<file path="config.mk">
export PLATFORM = sky130hd
export DESIGN_NAME = axis_frame_drain
export DESIGN_NICKNAME = d
export VERILOG_FILES = /design/src/rtl/axis_frame_drain_pkg.sv /design/src/rtl/axis_frame_drain_skid.sv /design/src/rtl/axis_frame_drain.sv
export SDC_FILE = /design/constraint.sdc
export NUM_CORES = 1
export LEC_CHECK = 0
export ABC_AREA = 1
export CORE_ASPECT_RATIO = 0.9
export CORE_MARGIN = 3
export CORE_UTILIZATION = 30
export CTS_CLUSTER_DIAMETER = 120
export DETAILED_ROUTE_END_ITERATION = 8
export PLACE_DENSITY = 0.5
export REMOVE_ABC_BUFFERS = 1
export SYNTH_ARGS = -nofsm -noshare
export SYNTH_HDL_FRONTEND = slang
export SYNTH_HIERARCHICAL = 1
export SYNTH_SLANG_ARGS = --single-unit
</file>
<file path="constraint.sdc">
create_clock -name clk -period 5.7 [get_ports clk]
set_input_delay 1.425 -clock clk [delete_from_list [all_inputs] [get_ports clk]]
set_output_delay 1.425 -clock clk [all_outputs]
set_load 0.005 [all_outputs]
</file>
<file path="src/rtl/axis_frame_drain_pkg.sv">
// Shared types and sizing helpers for the AXI-Stream frame drain.
package axis_frame_drain_pkg;

  typedef enum logic [1:0] {
    StIdle   = 2'd0,
    StStream = 2'd1,
    StGap    = 2'd2
  } state_e;

  localparam int unsigned FrameCntW = 16;

  // Gap counter runs 0..gap-1; keep at least one bit so GAP_CYCLES=0 still elaborates.
  function automatic int unsigned gap_cnt_width(input int unsigned gap);
    return (gap > 1) ? $clog2(gap) : 1;
  endfunction

endpackage

</file>
<file path="src/rtl/axis_frame_drain_skid.sv">
// Two-entry registered skid buffer; entry 0 drives the head, entry 1 absorbs one stall.
module axis_skid_2 #(
  parameter int unsigned WIDTH = 33
) (
  input  logic             clk,
  input  logic             rst_n,
  input  logic             push,
  input  logic [WIDTH-1:0] push_data,
  input  logic             pop,
  output logic [WIDTH-1:0] head,
  output logic             full,
  output logic             empty
);

  logic [WIDTH-1:0] ent0_q;
  logic [WIDTH-1:0] ent1_q;
  logic [1:0]       cnt_q;

  always_ff @(posedge clk or negedge rst_n) begin
    if (!rst_n) begin
      ent0_q <= '0;
      ent1_q <= '0;
      cnt_q  <= 2'd0;
    end else begin
      unique case (cnt_q)
        2'd0: begin
          if (push) begin
            ent0_q <= push_data;
            cnt_q  <= 2'd1;
          end
        end
        2'd1: begin
          if (push && pop) begin
            ent0_q <= push_data;
          end else if (push) begin
            ent1_q <= push_data;
            cnt_q  <= 2'd2;
          end else if (pop) begin
            cnt_q <= 2'd0;
          end
        end
        2'd2: begin
          if (pop) begin
            ent0_q <= ent1_q;
            cnt_q  <= 2'd1;
          end
        end
        default: cnt_q <= 2'd0;
      endcase
    end
  end

  assign head  = ent0_q;
  assign full  = (cnt_q == 2'd2);
  assign empty = (cnt_q == 2'd0);

endmodule

</file>
<file path="src/rtl/axis_frame_drain.sv">
// Drains an AXI-Stream source into fixed-length tlast-delimited frames with optional idle gap.
module axis_frame_drain
  import axis_frame_drain_pkg::*;
#(
  parameter int unsigned DATA_WIDTH = 32,
  parameter int unsigned FRAME_LEN  = 64,
  parameter int unsigned CNT_WIDTH  = 8,
  parameter int unsigned GAP_CYCLES = 0
) (
  input  logic                  clk,
  input  logic                  async_reset_n,
  input  logic                  enable,
  input  logic                  s_axis_tvalid,
  input  logic [DATA_WIDTH-1:0] s_axis_tdata,
  output logic                  s_axis_tready,
  output logic                  m_axis_tvalid,
  output logic [DATA_WIDTH-1:0] m_axis_tdata,
  output logic                  m_axis_tlast,
  input  logic                  m_axis_tready,
  output logic [FrameCntW-1:0]  frame_cnt,
  output logic                  busy
);

  localparam int unsigned CntW    = CNT_WIDTH + 1;
  localparam int unsigned GapW    = gap_cnt_width(GAP_CYCLES);
  localparam int unsigned GapLast = (GAP_CYCLES > 0) ? GAP_CYCLES - 1 : 0;
  localparam logic [CntW-1:0] FrameLen  = CntW'(FRAME_LEN);
  localparam logic [CntW-1:0] FrameLast = CntW'(FRAME_LEN - 1);

  state_e                 state_q;
  logic [CntW-1:0]        in_cnt_q;
  logic [GapW-1:0]        gap_q;
  logic [FrameCntW-1:0]   frame_cnt_q;

  logic                   skid_full;
  logic                   skid_empty;
  logic [DATA_WIDTH:0]    skid_head;
  logic                   in_hs;
  logic                   out_hs;
  logic                   last_hs;

  // in_cnt saturates at FRAME_LEN until tlast leaves, which blocks frame overlap.
  assign s_axis_tready = (state_q == StStream) && (in_cnt_q < FrameLen) && !skid_full;
  assign in_hs         = s_axis_tvalid && s_axis_tready;
  assign m_axis_tvalid = !skid_empty;
  assign {m_axis_tlast, m_axis_tdata} = skid_head;
  assign out_hs        = m_axis_tvalid && m_axis_tready;
  assign last_hs       = out_hs && m_axis_tlast;
  assign frame_cnt     = frame_cnt_q;
  assign busy          = (state_q != StIdle) || !skid_empty;

  axis_skid_2 #(
    .WIDTH(DATA_WIDTH + 1)
  ) u_skid (
    .clk      (clk),
    .rst_n    (async_reset_n),
    .push     (in_hs),
    .push_data({(in_cnt_q == FrameLast), s_axis_tdata}),
    .pop      (out_hs),
    .head     (skid_head),
    .full     (skid_full),
    .empty    (skid_empty)
  );

  always_ff @(posedge clk or negedge async_reset_n) begin
    if (!async_reset_n) begin
      state_q     <= StIdle;
      in_cnt_q    <= '0;
      gap_q       <= '0;
      frame_cnt_q <= '0;
    end else begin
      if (last_hs) begin
        frame_cnt_q <= frame_cnt_q + 1'b1;
      end
      unique case (state_q)
        StIdle: begin
          in_cnt_q <= '0;
          if (enable) begin
            state_q <= StStream;
          end
        end
        StStream: begin
          if (last_hs) begin
            in_cnt_q <= '0;
            gap_q    <= '0;
            if (GAP_CYCLES > 0) begin
              state_q <= StGap;
            end else if (!enable) begin
              state_q <= StIdle;
            end
          end else if (in_hs) begin
            in_cnt_q <= in_cnt_q + 1'b1;
          end
        end
        StGap: begin
          if (gap_q == GapW'(GapLast)) begin
            state_q <= enable ? StStream : StIdle;
          end else begin
            gap_q <= gap_q + 1'b1;
          end
        end
        default: state_q <= StIdle;
      endcase
    end
  end

endmodule

</file>
==> metrics.md <==
| Metric | Value |
|---|---|
| Number of iterations in the first detailed-routing pass | `4` |
| Total net switching power | `0.000987 W` |
| Peak Freq | `269 MHz` |
| Total GRT Usage | `14.2%` |
| Met3 WL post-DR | `724 µm` |
| Cell area after placement | `5610 µm²` |
| Sum of overflow across all layers after global routing | `0` |
| Final hold violation count | `0` |
| Max-slew headroom at the worst pin | `38.9%` |
| Cell area power density | `451 nW/µm²` |
| Largest driver fanout on the critical path | `34` |
| Area delta synth->final | `28.0%` |
| Maximum clock path buffer count | `2` |
| Met2 wire length | `4950 µm` |
| Core area | `14900 µm²` |
| Data arrival time of the worst path | `3950 ps` |
| Final setup violation count | `0` |
| Final Critical Period | `3720 ps` |
| Cell type contributing the most total cell area after synthesis | `sky130_fd_sc_hd__dfrtp_1` |
| Total of fill cells in the finished design | `1543` |
| Power share of the sequential group | `40.7%` |
| Result of the run | `finished clean` |
| Net switching share of the total power | `37.3%` |
| Placed wire-length estimate after detailed placement | `7450 µm` |
| Detailed-route DRC error count | `0` |
| Number of sinks handled by clock tree synthesis | `94` |
| Proportion of synthesized chip area in sequential cells | `51.2%` |
| Area fraction of the dominant cell type after synthesis | `51.2%` |
| Sum of negative setup slack | `0 ps` |
| Vias post-DR | `3871` |
| Buffer type at the clock tree root | `sky130_fd_sc_hd__clkbuf_16` |
| DR iter-0 viols | `250` |
| Weighted congestion reported at the end of routability-driven placement | `0.797` |
| Pin slew with the least headroom to its limit | `917 ps` |
| Count of antenna-violating nets left after detailed routing | `0` |
| Post-CTS Repair Setup Buffers | `0` |
| Cell repeated most along the worst path | `sky130_fd_sc_hd__nand2_1` |
| TritonCTS clock tree | `yes` |
| Most frequent cell after synthesis | `sky130_fd_sc_hd__nand2_1` |
| Number of input and output port buffers inserted | `88` |
| Post-Layout Inst Area | `5880 µm²` |
| Fraction of the cycle the final worst path needs | `65.2%` |
| Sequential cell area | `2350 µm²` |
| H-tree levels | `3` |
| Number of synthesized flops with an enable pin | `0` |
| Final Total Pwr | `0.00265 W` |
| Layout net count | `703` |
| Row count | `42` |
| Largest stage delay on the critical path | `740 ps` |
| Die span in y | `123 µm` |
| Clock latency on the worst-skew pair | `340 ps` |
| Share of layout cells above drive strength 1 | `6.58%` |
| IR Drop Worst-Case VDD | `0.199 mV` |
| Share of power burned in combinational logic | `38.5%` |
| Internal power | `0.00166 W` |
| Portion of total power attributed to the clock network | `20.8%` |
| Async set-reset flop share out of synthesis | `100%` |
| Avg Synthesized Cell Area | `7.81 µm²` |
| Antenna fix cells | `0` |
| Number of violations of the max-capacitance limit | `0` |
| Area of combinational cells with multiple inputs | `1870 µm²` |
| Worst Setup Path Type | `in -> reg` |
| Total die area | `16800 µm²` |
| Gate count of the mapped netlist | `588` |
| Via count of the first global-routing pass | `3780` |
| Drt wl/cell | `13.0 µm` |
| Unique cell type count in the Yosys netlist | `30` |
| Required time of the worst setup path | `5930 ps` |
| Warnings, synthesis | `6` |
| Count of state elements after synthesis | `94` |
| Hold Crit Class | `reg -> reg` |
| Wl on met1 | `5500 µm` |
| Initial Utilization | `30.9%` |
| Number of antenna violations at the first check in global routing | `0` |
| Static Leakage | `2.95 nW` |
| Slowest CP cell | `sky130_fd_sc_hd__nand3_2` |
| Post-cts hold buffer count | `0` |
| Cell types with the largest area share after synthesis | `sky130_fd_sc_hd__dfrtp_1 51%, sky130_fd_sc_hd__nand2_1 18%, sky130_fd_sc_hd__nand3_1 8.1%` |
| Die extent in x | `136 µm` |
| Total routed wirelength | `11200 µm` |
| Num ports | `89` |
| Most common library cells after synthesis | `219 x sky130_fd_sc_hd__nand2_1, 94 x sky130_fd_sc_hd__dfrtp_1, 74 x sky130_fd_sc_hd__nand3_1, 57 x sky130_fd_sc_hd__inv_1, 33 x sky130_fd_sc_hd__o21ai_1` |
| Unrepaired setup endpoints after global routing | `false` |
| Post-layout util | `39.5%` |
| Number of buffers created by CTS | `9` |
| Type of element capturing the critical path | `flip-flop` |
| Number of max-slew violations in the final report | `0` |
| Critical Path, Cell by Cell | `clkdlybuf4s50_1 > inv_1 > nor2_1 > nand3_1 > nand2_2 > nand3_2 > nand2_1 > nand2_1` |
| Final hold slack | `471 ps` |
| Primary flip-flop cell chosen by synthesis mapping | `sky130_fd_sc_hd__dfrtp_1` |
| Cell depth of the worst flop-to-flop path | `13` |
| Drt via density | `4.46` |
| Post-synthesis cell area | `4590 µm²` |
| Setup crit start kind | `input port` |
| Cells on Worst Hold Path | `2` |
| First-pass GRT wire length | `18800 µm` |
| Reg clk slew, reported paths | `60 ps` |
| Worst setup skew after layout | `5.22 ps` |
| Pin count of the biggest net entering global routing | `73` |
| Count of instances resized after the clock tree is built | `0` |
| Uppermost layer routed | `met4` |
## placed cells by master, fill, tap and decap left out, types with 3 or more instances in the layout
cell type	count
sky130_fd_sc_hd__nor2_4	3
sky130_fd_sc_hd__buf_4	5
sky130_fd_sc_hd__nand3_1	74
sky130_fd_sc_hd__nand2_1	219
sky130_fd_sc_hd__clkbuf_16	9
sky130_fd_sc_hd__xnor2_1	5
sky130_fd_sc_hd__clkdlybuf4s50_1	87
sky130_fd_sc_hd__inv_2	4
sky130_fd_sc_hd__nand2_2	5
sky130_fd_sc_hd__o21ai_0	5
sky130_fd_sc_hd__clkinv_2	3
sky130_fd_sc_hd__nand4_1	8
sky130_fd_sc_hd__o21ai_2	3
sky130_fd_sc_hd__xor2_1	5
sky130_fd_sc_hd__dfrtp_1	94
sky130_fd_sc_hd__inv_1	57
sky130_fd_sc_hd__o21ai_1	33
sky130_fd_sc_hd__nand3_2	3
sky130_fd_sc_hd__nor2_1	25
## kinds of logic (layout without fill, tap and decap cells)
logic type	after synthesis	after routing	share of synthesized area [%]
and+or+nand+nor	348	348	33.1
DFF	94	94	51.2
buffers and inverters	90	171	8.17
xor gates and xnor gates	10	10	1.91
AOI/OAI and AO/OA	44	44	5.09
adders and majority gates	2	2	0.545
## routing by layer
| metal | global-route usage [%] | up-vias |
|---|---|---|
| met5 | 0 | - |
| met3 | 4.35 | 9 |
| met4 | 3.21 | 0 |
| met1 | 19.2 | 1778 |
| met2 | 22.4 | 96 |
| li1 | - | 1988 |
## power groups by stage
stage / registers (W) / clock network (W) / logic (W)
after detailed placement: 0.00108 / 0 / 0.00104
after CTS: 0.00108 / 0.000577 / 0.00104
after global placement: 0.00108 / 0 / 0.00101
final: 0.00108 / 0.000552 / 0.00102
after global routing: 0.00111 / 0.000610 / 0.00117
after floorplan: 0.00107 / 0 / 0.000554
## through the flow
| stage | std cells | setup slack [ps] |
|---|---|---|
| 6_report | 867 | 1980 |
| 5_1_grt | 867 | 1720 |
| 4_1_cts | 867 | 1940 |
| 3_5_place_dp | 851 | 1580 |
| 3_3_place_gp | 851 | 1660 |
| 2_1_floorplan | 561 | 2390 |
## cell type report
cell class,instances,area share [%]
tap,198,4.21
timing repair buffer,92,15.5
inverter,63,4.02
clock inverter,4,0.383
multi-input combinational,404,31.7
clock buffer,12,4.19
sequential,94,40.0
## flip-flops by register name, summed over array words and instances, names as in the netlist
| signal | flops |
|---|---|
| u_skid/ent1_q | 33 |
| u_skid/head | 33 |
| frame_cnt | 16 |
| in_cnt_q | 9 |
| u_skid/cnt_q | 2 |
| state_q | 1 |
## worst paths after layout
path	start	to	slack [ps]
max	m_axis_tready	u_skid/head[20]$_DFFE_PN0P_	1980
min	u_skid/head[19]$_DFFE_PN0P_	u_skid/head[19]$_DFFE_PN0P_	470
max reg2reg	u_skid/cnt_q[0]$_DFFE_PN0P_	u_skid/head[20]$_DFFE_PN0P_	2440
min reg2reg	u_skid/head[19]$_DFFE_PN0P_	u_skid/head[19]$_DFFE_PN0P_	470
max in group asynchronous	async_reset_n	u_skid/ent1_q[13]$_DFFE_PN0P_	3610
min in group asynchronous	async_reset_n	frame_cnt[7]$_DFFE_PN0P_	1200
## worst max-delay path, delay by kind of cell
family | cells | cell delay (ps)
buffers and inverters | 2 | 580
and+or+nand+nor | 6 | 1920
Power figures use the tool's default switching activity.
